==> config.mk <==
export PLATFORM = sky130hd
export DESIGN_NAME = nitta_clk_ctrl_flat
export DESIGN_NICKNAME = d
export VERILOG_FILES = /design/src/rtl/nitta_board_pkg.sv /design/src/rtl/nitta_clk_ctrl_if.sv /design/src/rtl/nitta_clk_ctrl_debounce.sv /design/src/rtl/nitta_clk_ctrl.sv /design/src/flat_wrapper.sv
export SDC_FILE = /design/constraint.sdc
export NUM_CORES = 1
export LEC_CHECK = 0
export ABC_AREA = 1
export CAP_MARGIN = 20
export CORE_MARGIN = 1.5
export CORE_UTILIZATION = 40
export DETAILED_ROUTE_END_ITERATION = 16
export SYNTH_ARGS = -nofsm -noshare
export SYNTH_HDL_FRONTEND = slang
export SYNTH_SLANG_ARGS = --single-unit
==> constraint.sdc <==
create_clock -name clk -period 3.2 [get_ports clk]
set_input_delay 0.48 -clock clk [delete_from_list [all_inputs] [get_ports clk]]
set_output_delay 0.48 -clock clk [all_outputs]
set_load 0.02 [all_outputs]
==> src/rtl/nitta_board_pkg.sv <==
// -----------------------------------------------------------------------------
// nitta_board_pkg
// Shared definitions for the NITTA DE0-Nano board logic.
//   mode_t        : run-mode encoding reported on the `state` output
//   DEF_SLOW_DIV  : default fast-clock cycles per enable in slow mode
//   DEF_DEBOUNCE  : default cycles a key level must stay stable
//   select_mode() : dip-switch priority decode (halt > step > fast > slow)
// -----------------------------------------------------------------------------
package nitta_board_pkg;

    typedef enum logic [1:0] {
        HALT = 2'd0,
        FAST = 2'd1,
        SLOW = 2'd2,
        STEP = 2'd3
    } mode_t;

    localparam int unsigned DEF_SLOW_DIV = 32'd200_000_000;
    localparam int unsigned DEF_DEBOUNCE = 32'd1_000_000;

    // Priority decode of the synchronized dip switches.
    function automatic mode_t select_mode(input logic run,
                                          input logic boost,
                                          input logic step_mode);
        mode_t mode_v;
        if (!run) begin
            mode_v = HALT;
        end else if (step_mode) begin
            mode_v = STEP;
        end else if (boost) begin
            mode_v = FAST;
        end else begin
            mode_v = SLOW;
        end
        return mode_v;
    endfunction

endpackage

==> src/rtl/nitta_clk_ctrl_if.sv <==
// -----------------------------------------------------------------------------
// nitta_clk_ctrl_if
// Board-side signals of the run/step controller.
//   run, boost, step_mode : asynchronous dip switches (master -> slave)
//   key_step_n            : asynchronous active-low step push-button
//   en                    : single-cycle processor clock enable (slave -> master)
//   state                 : current run mode
//   en_count              : number of enables issued, modulo 2^16
// The controller is the slave; the board / bench is the master.
// -----------------------------------------------------------------------------
interface nitta_clk_ctrl_if;
    import nitta_board_pkg::*;

    logic        run;
    logic        boost;
    logic        step_mode;
    logic        key_step_n;
    logic        en;
    mode_t       state;
    logic [15:0] en_count;

    modport master (
        output run, boost, step_mode, key_step_n,
        input  en, state, en_count
    );

    modport slave (
        input  run, boost, step_mode, key_step_n,
        output en, state, en_count
    );

endinterface

==> src/rtl/nitta_clk_ctrl_debounce.sv <==
// -----------------------------------------------------------------------------
// nitta_debounce
// Synchronizes an asynchronous active-low key, debounces it and emits a
// one-cycle registered pulse on every accepted press (1 -> 0 transition).
//   clk, rst : fast clock, asynchronous active-high reset
//   key_n    : raw bouncing key, active low
//   press    : one-cycle pulse, registered, coincides with key_db falling
// A level must be seen on the synchronized key for DEBOUNCE consecutive
// cycles before it replaces the debounced level.
// -----------------------------------------------------------------------------
module nitta_debounce
    import nitta_board_pkg::*;
#(
    parameter int unsigned DEBOUNCE = DEF_DEBOUNCE,
    parameter int unsigned CNT_W    = 32
) (
    input  logic clk,
    input  logic rst,
    input  logic key_n,
    output logic press
);

    logic             key_s1_r;
    logic             key_s2_r;
    logic             key_db_r;
    logic [CNT_W-1:0] db_cnt_r;
    logic             press_r;

    logic             key_db_next_s;
    logic [CNT_W-1:0] db_cnt_next_s;
    logic             press_next_s;

    // Two-stage synchronizer; idle (released) level is 1.
    always_ff @(posedge clk or posedge rst) begin
        if (rst) begin
            key_s1_r <= 1'b1;
            key_s2_r <= 1'b1;
        end else begin
            key_s1_r <= key_n;
            key_s2_r <= key_s1_r;
        end
    end

    // Debounce decision: count while the synchronized key disagrees with the
    // accepted level, accept on the last count, restart on any agreement.
    always_comb begin
        key_db_next_s = key_db_r;
        db_cnt_next_s = {CNT_W{1'b0}};
        press_next_s  = 1'b0;
        if (key_s2_r != key_db_r) begin
            if (db_cnt_r == CNT_W'(DEBOUNCE - 32'd1)) begin
                key_db_next_s = key_s2_r;
                db_cnt_next_s = {CNT_W{1'b0}};
                // Key differs from key_db, so a low key here means 1 -> 0.
                press_next_s  = ~key_s2_r;
            end else begin
                key_db_next_s = key_db_r;
                db_cnt_next_s = db_cnt_r + CNT_W'(1);
                press_next_s  = 1'b0;
            end
        end else begin
            key_db_next_s = key_db_r;
            db_cnt_next_s = {CNT_W{1'b0}};
            press_next_s  = 1'b0;
        end
    end

    // Debounce state registers.
    always_ff @(posedge clk or posedge rst) begin
        if (rst) begin
            key_db_r <= 1'b1;
            db_cnt_r <= {CNT_W{1'b0}};
            press_r  <= 1'b0;
        end else begin
            key_db_r <= key_db_next_s;
            db_cnt_r <= db_cnt_next_s;
            press_r  <= press_next_s;
        end
    end

    assign press = press_r;

endmodule

==> src/rtl/nitta_clk_ctrl.sv <==
// -----------------------------------------------------------------------------
// nitta_clk_ctrl
// Run/step controller for the NITTA core. Runs on the fast PLL clock and
// produces a registered single-cycle clock enable in one of four modes:
// HALT (no enables), FAST (every cycle), SLOW (one per SLOW_DIV cycles) and
// STEP (one per debounced key press). Also counts issued enables.
//   clk      : fast clock (200 MHz PLL)
//   rst      : asynchronous active-high reset
//   bus      : nitta_clk_ctrl_if.slave (dips, key, en, state, en_count)
// Latency: dip change -> state 3 edges, -> en 4 edges.
// -----------------------------------------------------------------------------
module nitta_clk_ctrl
    import nitta_board_pkg::*;
#(
    parameter int unsigned SLOW_DIV = DEF_SLOW_DIV,
    parameter int unsigned DEBOUNCE = DEF_DEBOUNCE,
    parameter int unsigned CNT_W    = 32
) (
    input  logic                   clk,
    input  logic                   rst,
    nitta_clk_ctrl_if.slave        bus
);

    logic             run_s1_r;
    logic             run_s2_r;
    logic             boost_s1_r;
    logic             boost_s2_r;
    logic             step_s1_r;
    logic             step_s2_r;

    mode_t            state_r;
    mode_t            mode_next_s;

    logic [CNT_W-1:0] slow_cnt_r;
    logic [CNT_W-1:0] slow_cnt_next_s;
    logic             en_r;
    logic             en_next_s;
    logic [15:0]      en_count_r;
    logic             press_s;

    // Key synchronizer, debouncer and press detector.
    nitta_debounce #(
        .DEBOUNCE (DEBOUNCE),
        .CNT_W    (CNT_W)
    ) u_key_step (
        .clk   (clk),
        .rst   (rst),
        .key_n (bus.key_step_n),
        .press (press_s)
    );

    // Two-stage synchronizers for the dip switches.
    always_ff @(posedge clk or posedge rst) begin
        if (rst) begin
            run_s1_r   <= 1'b0;
            run_s2_r   <= 1'b0;
            boost_s1_r <= 1'b0;
            boost_s2_r <= 1'b0;
            step_s1_r  <= 1'b0;
            step_s2_r  <= 1'b0;
        end else begin
            run_s1_r   <= bus.run;
            run_s2_r   <= run_s1_r;
            boost_s1_r <= bus.boost;
            boost_s2_r <= boost_s1_r;
            step_s1_r  <= bus.step_mode;
            step_s2_r  <= step_s1_r;
        end
    end

    // Mode state register.
    always_ff @(posedge clk or posedge rst) begin
        if (rst) begin
            state_r <= HALT;
        end else begin
            state_r <= mode_next_s;
        end
    end

    // Next mode, slow-tick counter and enable decision for the current mode.
    // Decisions use the registered mode, so a press arriving in the cycle the
    // mode leaves STEP is dropped, and the slow counter restarts on entry.
    always_comb begin
        mode_next_s     = select_mode(run_s2_r, boost_s2_r, step_s2_r);
        slow_cnt_next_s = {CNT_W{1'b0}};
        en_next_s       = 1'b0;
        case (state_r)
            HALT: begin
                slow_cnt_next_s = {CNT_W{1'b0}};
                en_next_s       = 1'b0;
            end
            FAST: begin
                slow_cnt_next_s = {CNT_W{1'b0}};
                en_next_s       = 1'b1;
            end
            SLOW: begin
                if (slow_cnt_r == CNT_W'(SLOW_DIV - 32'd1)) begin
                    slow_cnt_next_s = {CNT_W{1'b0}};
                    en_next_s       = 1'b1;
                end else begin
                    slow_cnt_next_s = slow_cnt_r + CNT_W'(1);
                    en_next_s       = 1'b0;
                end
            end
            STEP: begin
                slow_cnt_next_s = {CNT_W{1'b0}};
                en_next_s       = press_s;
            end
            default: begin
                slow_cnt_next_s = {CNT_W{1'b0}};
                en_next_s       = 1'b0;
            end
        endcase
    end

    // Enable output and slow counter registers.
    always_ff @(posedge clk or posedge rst) begin
        if (rst) begin
            slow_cnt_r <= {CNT_W{1'b0}};
            en_r       <= 1'b0;
        end else begin
            slow_cnt_r <= slow_cnt_next_s;
            en_r       <= en_next_s;
        end
    end

    // Debug count of issued enables, wraps naturally at 16 bits.
    always_ff @(posedge clk or posedge rst) begin
        if (rst) begin
            en_count_r <= 16'd0;
        end else if (en_r) begin
            en_count_r <= en_count_r + 16'd1;
        end else begin
            en_count_r <= en_count_r;
        end
    end

    assign bus.en       = en_r;
    assign bus.state    = state_r;
    assign bus.en_count = en_count_r;

endmodule
==> src/flat_wrapper.sv <==
// flat-port wrapper written by rule: the top's interface ports become plain ports
module nitta_clk_ctrl_flat import nitta_board_pkg::*;
#(
    parameter int unsigned SLOW_DIV = DEF_SLOW_DIV,
    parameter int unsigned DEBOUNCE = DEF_DEBOUNCE,
    parameter int unsigned CNT_W    = 32
)
  (clk, rst, bus_run, bus_boost, bus_step_mode, bus_key_step_n, bus_en, bus_state, bus_en_count);
  nitta_clk_ctrl_if bus_i ();
  input  logic clk;
  input  logic rst;
  input wire logic [$bits(bus_i.run)-1:0] bus_run;
  input wire logic [$bits(bus_i.boost)-1:0] bus_boost;
  input wire logic [$bits(bus_i.step_mode)-1:0] bus_step_mode;
  input wire logic [$bits(bus_i.key_step_n)-1:0] bus_key_step_n;
  output wire logic [$bits(bus_i.en)-1:0] bus_en;
  output wire logic [$bits(bus_i.state)-1:0] bus_state;
  output wire logic [$bits(bus_i.en_count)-1:0] bus_en_count;
  assign bus_i.run = bus_run;
  assign bus_i.boost = bus_boost;
  assign bus_i.step_mode = bus_step_mode;
  assign bus_i.key_step_n = bus_key_step_n;
  assign bus_en = bus_i.en;
  assign bus_state = bus_i.state;
  assign bus_en_count = bus_i.en_count;
  nitta_clk_ctrl #(.SLOW_DIV(SLOW_DIV), .DEBOUNCE(DEBOUNCE), .CNT_W(CNT_W)) u_core (.clk(clk), .rst(rst), .bus(bus_i));
endmodule
==> summary.txt, run 1 <==
hold-fix buffers at CTS: 0
sequential area share after synthesis: 46.2%
Max FO, Critical Path: 7
DR WL/cell: 12.4 um
All-Layer GR Usage: 18.3%
Crit. Startpoint: u_core.bus.en
final-report setup violation count: 0
first drt pass iteration count: 4
Nets: 710
Peak VDD IR: 215 uV
initial antenna violation count: 0
CP Launch Type: flip-flop
WP data required: 2.72 ns
largest net degree at the start of global routing: 58
top achievable clock speed: 489 MHz
yosys warns: 0
clock skew: 0.00731 ns
Die Footprint: 13,300 um^2
critical path class: reg2out
post-route clock period utilization: 63.9%
PD cells: 448 nW/um^2
Inst Count DP: 858
layout cells sized above 1: 9.21%
cell area after layout: 5800 um^2
top post-synthesis cells by area: dfrtp_1 45%, nand2_1 15%, nor2_1 12%
placed instance area: 5510 um^2
area of the multi-input gates: 2470 um^2
Cell Area, Synth: 5040 um^2
FP Rows: 40
Cell Chain, Critical Path: clkdlybuf4s50_1
worst r2r path cells: 6
Initial DRC Count: 233
Clock Tree Buf Depth: 2
Initial Utilization: 41.5%
top cell type by total area after synthesis: dfrtp_1
Comb pwr share: 9.3%
fin cells: 874
max-cap violations: 0
Clock Power Share: 41.4%
Filler cells: 1,235
Overall Power: 2600 uW
vias in the first global route: 4,075
placed wire-length estimate: 8070 um
asr flop ratio synth: 100%
Hold Path End: u_core.step_s2_r
Worst path max stage delay: 0.67 ns
# H-tree levels: 3
clock sink count: 93
Core ar.: 12,200 um^2
CTS buffer count: 9
reg2reg setup slack: 1.37 ns
Final Critical Period: 2.04 ns
Remaining Overflow, GRT: 0
hold_sp: u_core.step_s1_r
Final TNS setup: 0 ns
RSZ-0062 raised after global routing: false
cell internal pwr: 1960 uW
Final WS setup: 1.16 ns
number of I/O pins: 25
clk_lat worst skew: 0.35 ns
Reg power frac: 49.3%
CP endpoint kind: primary output
CP delay by family, top: buffers and inverters
antenna fix cells: 0
Max Slew Vio Count: 0
slowest CP cell: clkdlybuf4s50_1
global-route wire length before repair: 18,900 um
status: finished, final reports clean
hold depth: 0
FF-to-FF End: u_core.u_key_step.db_cnt_r[14]
RR Startpoint: u_core.u_key_step.db_cnt_r[0]
EDFF count, synth: 0
final wirelength: 10,800 um
Static Leak: 0.00232 uW
Die X: 115 um
Yosys top cell area share: 44.7%
Sw Share: 24.8%
Bufs and invs on worst path: 1
Slew @ Worst Pin: 0.560 ns
hold crit path type: reg2reg
CTS root buf: clkbuf_16
Yosys cell types: 31
Placer Congestion: 0.868
synthesis-stage register bit count: 93
Mapped Cells: 668
Die H: 115 um
Final Hold Fails: 0
Slew headroom: 62.7%
most common cell in the netlist: nand2_1
ANT nets after route: 0
Switching Power: 645 uW
Register Area: 2330 um^2
Post-synth top flop: dfrtp_1
# resized after CTS: 0
Port Buf Inserts: 24
crit path DAT: 1.56 ns
Layout area overhead: 15.1%
mean area per synthesized cell: 7.55 um^2
CTS tree: done
syn_nets: 677
DR vias/cell: 4.65
synth cell count leaders: 195 x nand2_1, 162 x nor2_1, 90 x dfrtp_1, 57 x inv_1, 40 x nand3_1
routed via count: 4,063
pre-CTS WS: 1.37 ns
DRC Markers: 0
Reg clk slew, reported paths: 0.07 ns
Post-CTS Setup Bufs: 0
-- state kept, by name, summed over array words and instances, names as in the netlist --
signal                      flops
u_core.boost_s1_r               1
u_core.boost_s2_r               1
u_core.bus.en                   1
u_core.bus.en_count            16
u_core.bus.state                2
u_core.run_s1_r                 1
u_core.run_s2_r                 1
u_core.slow_cnt_r              32
u_core.step_s1_r                1
u_core.step_s2_r                1
u_core.u_key_step.db_cnt_r     32
u_core.u_key_step.key_db_r      1
u_core.u_key_step.key_s1_r      1
u_core.u_key_step.key_s2_r      1
u_core.u_key_step.press         1
-- placed cells by master (no fill, tap or decap), types with 3 or more instances in the layout --
master	instances
nand2_2	9
dfstp_2	3
nor2_1	162
a21oi_1	11
xnor2_1	18
nand3_1	40
nor2_4	12
clkinv_2	4
xor2_1	23
clkbuf_16	9
inv_1	56
ha_1	3
clkdlybuf4s50_1	24
nor3_1	5
nand2_1	195
nor2_2	11
dfrtp_1	90
o21ai_0	3
-- how the worst max path moves through the flow --
stage	to	slack, ns	cells past startpoint
floorplan	u_core.boost_s1_r	0.30	1
global placement	u_core.u_key_step.db_cnt_r[0]	1.46	6
detailed placement	u_core.u_key_step.db_cnt_r[14]	1.37	6
CTS	bus_en	1.13	1
global route	bus_en	1.12	1
finish	bus_en	1.16	1
-- power groups by stage --
stage	Clock, uW	Sequential, uW	Combinational, uW
2_1_floorplan	0	1340	95.3
3_3_place_gp	0	1300	243
3_5_place_dp	0	1310	248
4_1_cts	1100	1280	249
5_1_grt	1150	1290	269
6_report	1080	1280	242
-- cells by family (layout without fill, tap and decap cells) --
| logic type | after synthesis | after routing | synth area share (%) |
|---|---|---|---|
| buffers and inverters | 64 | 102 | 4.94 |
| and+or+nand+nor | 446 | 446 | 38.4 |
| DFF | 93 | 93 | 46.2 |
| adders and majority gates | 3 | 3 | 0.744 |
| AOI/OAI and AO/OA | 19 | 19 | 2.13 |
| muxes | 1 | 1 | 0.223 |
| xor gates and xnor gates | 42 | 42 | 7.30 |
-- routing by layer --
metal | global-route usage [%] | part of all wire [%]
met1 | 23.1 | 46
met2 | 30.8 | 49
met3 | 4.16 | 3.2
met4 | 6.50 | 1.7
met5 | 0 | 0
-- stage by stage --
stage,hold slack (ns),util (%)
after global routing,0.361,47.7
after CTS,0.350,47.7
after global placement,0.333,45.3
after detailed placement,0.336,45.3
after floorplan,0.331,-
final,0.350,47.7
-- final cells by class --
type                            count  area share, %
Clock buffer                       11           4.18
Sequential cell                    93           40.2
Clock inverter                      5          0.862
Inverter                           59           3.86
Tap cell                          168           3.62
Timing Repair Buffer               27           4.74
Multi-Input combinational cell    511           42.6
Note: power is estimated with default switching activity, not from simulation.
==> inputs of run 2 (changes only) <==
==> constraint.sdc (replaced) <==
create_clock -name clk -period 2 [get_ports clk]
set_input_delay 0.3 -clock clk [delete_from_list [all_inputs] [get_ports clk]]
set_output_delay 0.3 -clock clk [all_outputs]
set_load 0.02 [all_outputs]
==> run 2 against run 1 <==
  * Combinational power increased by 62%
  * Power increased by 63%
  * Register-to-register slack got worse by 1.0 ns
  * Cell area increased by 0.97%
  * Critical path depth unchanged
  * Final cell count increased by 0.23%
  * Utilization increased by 0.46 points
  * Global-route usage increased by 0.45 points
==> summary.txt, run 2 (synthesis results as in run 1) <==
most common cell after layout, fill and taps aside: nand2_1 (unchanged)
crit path DAT: 1.48 ns (was 1.56 ns)
CTS tree: done (unchanged)
global-route wire length before repair: 19,400 um (was 18,900 um)
placed instance area: 5540 um^2 (was 5510 um^2)
worst r2r path cells: 7 (was 6)
WL met2: 5390 um (was 5290 um)
DRC Markers: 0 (unchanged)
# H-tree levels: 3 (unchanged)
commonest non-fill, non-tap cells in the layout: 195 x nand2_1, 162 x nor2_1, 90 x dfrtp_1, 56 x inv_1, 40 x nand3_1 (unchanged)
Switching Power: 1020 uW (was 645 uW)
antenna fix cells: 0 (unchanged)
critical path class: reg2out (unchanged)
Comb pwr share: 9.3% (about the same)
Nets: 712 (was 710)
Max FO, Critical Path: 7 (unchanged)
Critical Path Stages: 1 (unchanged)
Final Critical Period: 1.78 ns
WP data required: 1.70 ns (was 2.72 ns)
Remaining Overflow, GRT: 0 (unchanged)
Initial DRC Count: 211 (was 233)
CP Launch Type: flip-flop (unchanged)
status: finished, final reports clean (unchanged)
PD cells: 723 nW/um^2 (was 448 nW/um^2)
Filler cells: 1,198 (was 1,235)
Die X: 115 um (unchanged)
cell internal pwr: 3220 uW (was 1960 uW)
Clock Power Share: 42.4% (was 41.4%)
slowest CP cell: clkdlybuf4s50_1 (unchanged)
Reg power frac: 48.3% (was 49.3%)
Die H: 115 um (unchanged)
FP Rows: 40 (unchanged)
Cell Chain, Critical Path: clkdlybuf4s50_1 (unchanged)
Worst path max stage delay: 0.66 ns (was 0.67 ns)
Final Hold Fails: 0 (unchanged)
clk_lat worst skew: 0.34 ns (was 0.35 ns)
Bufs and invs on worst path: 1 (unchanged)
largest net degree at the start of global routing: 51 (was 58)
hold-fix buffers at CTS: 0 (unchanged)
CP endpoint kind: primary output (unchanged)
DR WL/cell: 12.6 um (was 12.4 um)
M1 wire length: 5010 um (was 5000 um)
clock skew: 0.00530 ns (was 0.00731 ns)
Sw Share: 24.1% (was 24.8%)
All-Layer GR Usage: 18.7% (was 18.3%)
Initial Utilization: 41.5% (unchanged)
Final TNS setup: 0 ns (unchanged)
Critical Path End: bus_en (unchanged)
Slew headroom: 70.4% (was 62.7%)
Core ar.: 12,200 um^2 (unchanged)
Die Footprint: 13,300 um^2 (unchanged)
Clock Tree Buf Depth: 2 (unchanged)
hold crit path type: in2async (was reg2reg)
initial antenna violation count: 0 (unchanged)
Reg clk slew, reported paths: 0.06 ns (was 0.07 ns)
Port Buf Inserts: 24 (unchanged)
layout cells sized above 1: 9.60% (was 9.21%)
CP delay by family, top: buffers and inverters (unchanged)
cell area after layout: 5860 um^2 (was 5800 um^2)
reg2reg setup slack: 0.34 ns (was 1.37 ns)
RR Startpoint: u_core.u_key_step.db_cnt_r[0] (unchanged)
Max Slew Vio Count: 0 (unchanged)
routed via count: 4,105 (was 4,063)
placed wire-length estimate: 8360 um (was 8070 um)
top sig layer: met4 (unchanged)
max-cap violations: 0 (unchanged)
# resized after CTS: 0 (unchanged)
Placer Congestion: 0.895 (was 0.868)
ANT nets after route: 0 (unchanged)
CTS root buf: clkbuf_16 (unchanged)
FF-to-FF End: u_core.u_key_step.db_cnt_r[9] (was u_core.u_key_step.db_cnt_r[14])
Peak VDD IR: 530 uV (was 215 uV)
vias in the first global route: 4,204 (was 4,075)
Static Leak: 0.00234 uW (was 0.00232 uW)
final wirelength: 11,100 um (was 10,800 um)
Post-CTS Setup Bufs: 0 (unchanged)
CTS buffer count: 9 (unchanged)
top achievable clock speed: 562 MHz
Layout area overhead: 16.2% (was 15.1%)
final-report setup violation count: 0 (unchanged)
RSZ-0062 raised after global routing: false (unchanged)
routed length on met3: 352 um (was 345 um)
number of I/O pins: 25 (unchanged)
Crit. Startpoint: u_core.bus.en (unchanged)
first drt pass iteration count: 4 (unchanged)
post-route clock period utilization: 89.0%
clock sink count: 93 (unchanged)
Slew @ Worst Pin: 0.443 ns (was 0.560 ns)
DR vias/cell: 4.69 (was 4.65)
==> run 2: layer usage <==
| layer | GRT usage, % | vias up |
|---|---|---|
| met3 | 5.11 | 21 |
| li1 | - | 2121 |
| met2 | 31.9 | 53 |
| met5 | 0 | - |
| met4 | 6.83 | 0 |
| met1 | 22.8 | 1910 |
==> run 2: worst min-delay path by stage <==
| stage | depth (start not counted) | start | slack [ns] | end |
|---|---|---|---|---|
| 5_1_grt | 2 | rst | 0.34 | u_core.bus.en_count[13] |
| 6_report | 2 | rst | 0.32 | u_core.bus.en_count[13] |
| 4_1_cts | 2 | rst | 0.33 | u_core.bus.en_count[13] |
| 3_5_place_dp | 0 | u_core.step_s1_r | 0.33 | u_core.step_s2_r |
| 3_3_place_gp | 0 | u_core.boost_s1_r | 0.34 | u_core.boost_s2_r |
| 2_1_floorplan | 0 | bus_key_step_n | 0.30 | u_core.u_key_step.key_s1_r |
==> run 2: metrics by stage <==
stage                     power (uW)  cells  util [%]  setup slack (ns)  hold slack, ns
after floorplan                 2290    668         -             0.539           0.304
after global placement          2480    860      45.5             0.395           0.336
after detailed placement        2480    860      45.5             0.331           0.335
after CTS                       4300    876      48.2             0.192           0.326
after global routing            4430    876      48.2             0.154           0.337
final                           4240    876      48.2             0.220           0.322
==> run 2: power groups by stage <==
| stage | combinational, uW | clock, uW | sequential, uW |
|---|---|---|---|
| finish | 392 | 1800 | 2050 |
| global route | 436 | 1930 | 2060 |
| CTS | 401 | 1850 | 2050 |
| detailed placement | 399 | 0 | 2080 |
| global placement | 398 | 0 | 2080 |
| floorplan | 153 | 0 | 2140 |
==> run 2: layout make-up <==
class                   count  area (um^2)  area share, %
clock buffers              12          267           4.55
clock inverters             4         53.8          0.918
inverters                  59          225           3.84
multi-input cells         511         2470           42.2
flip-flops and latches     93         2330           39.8
well taps                 168          210           3.59
repair buffers             29          303           5.17
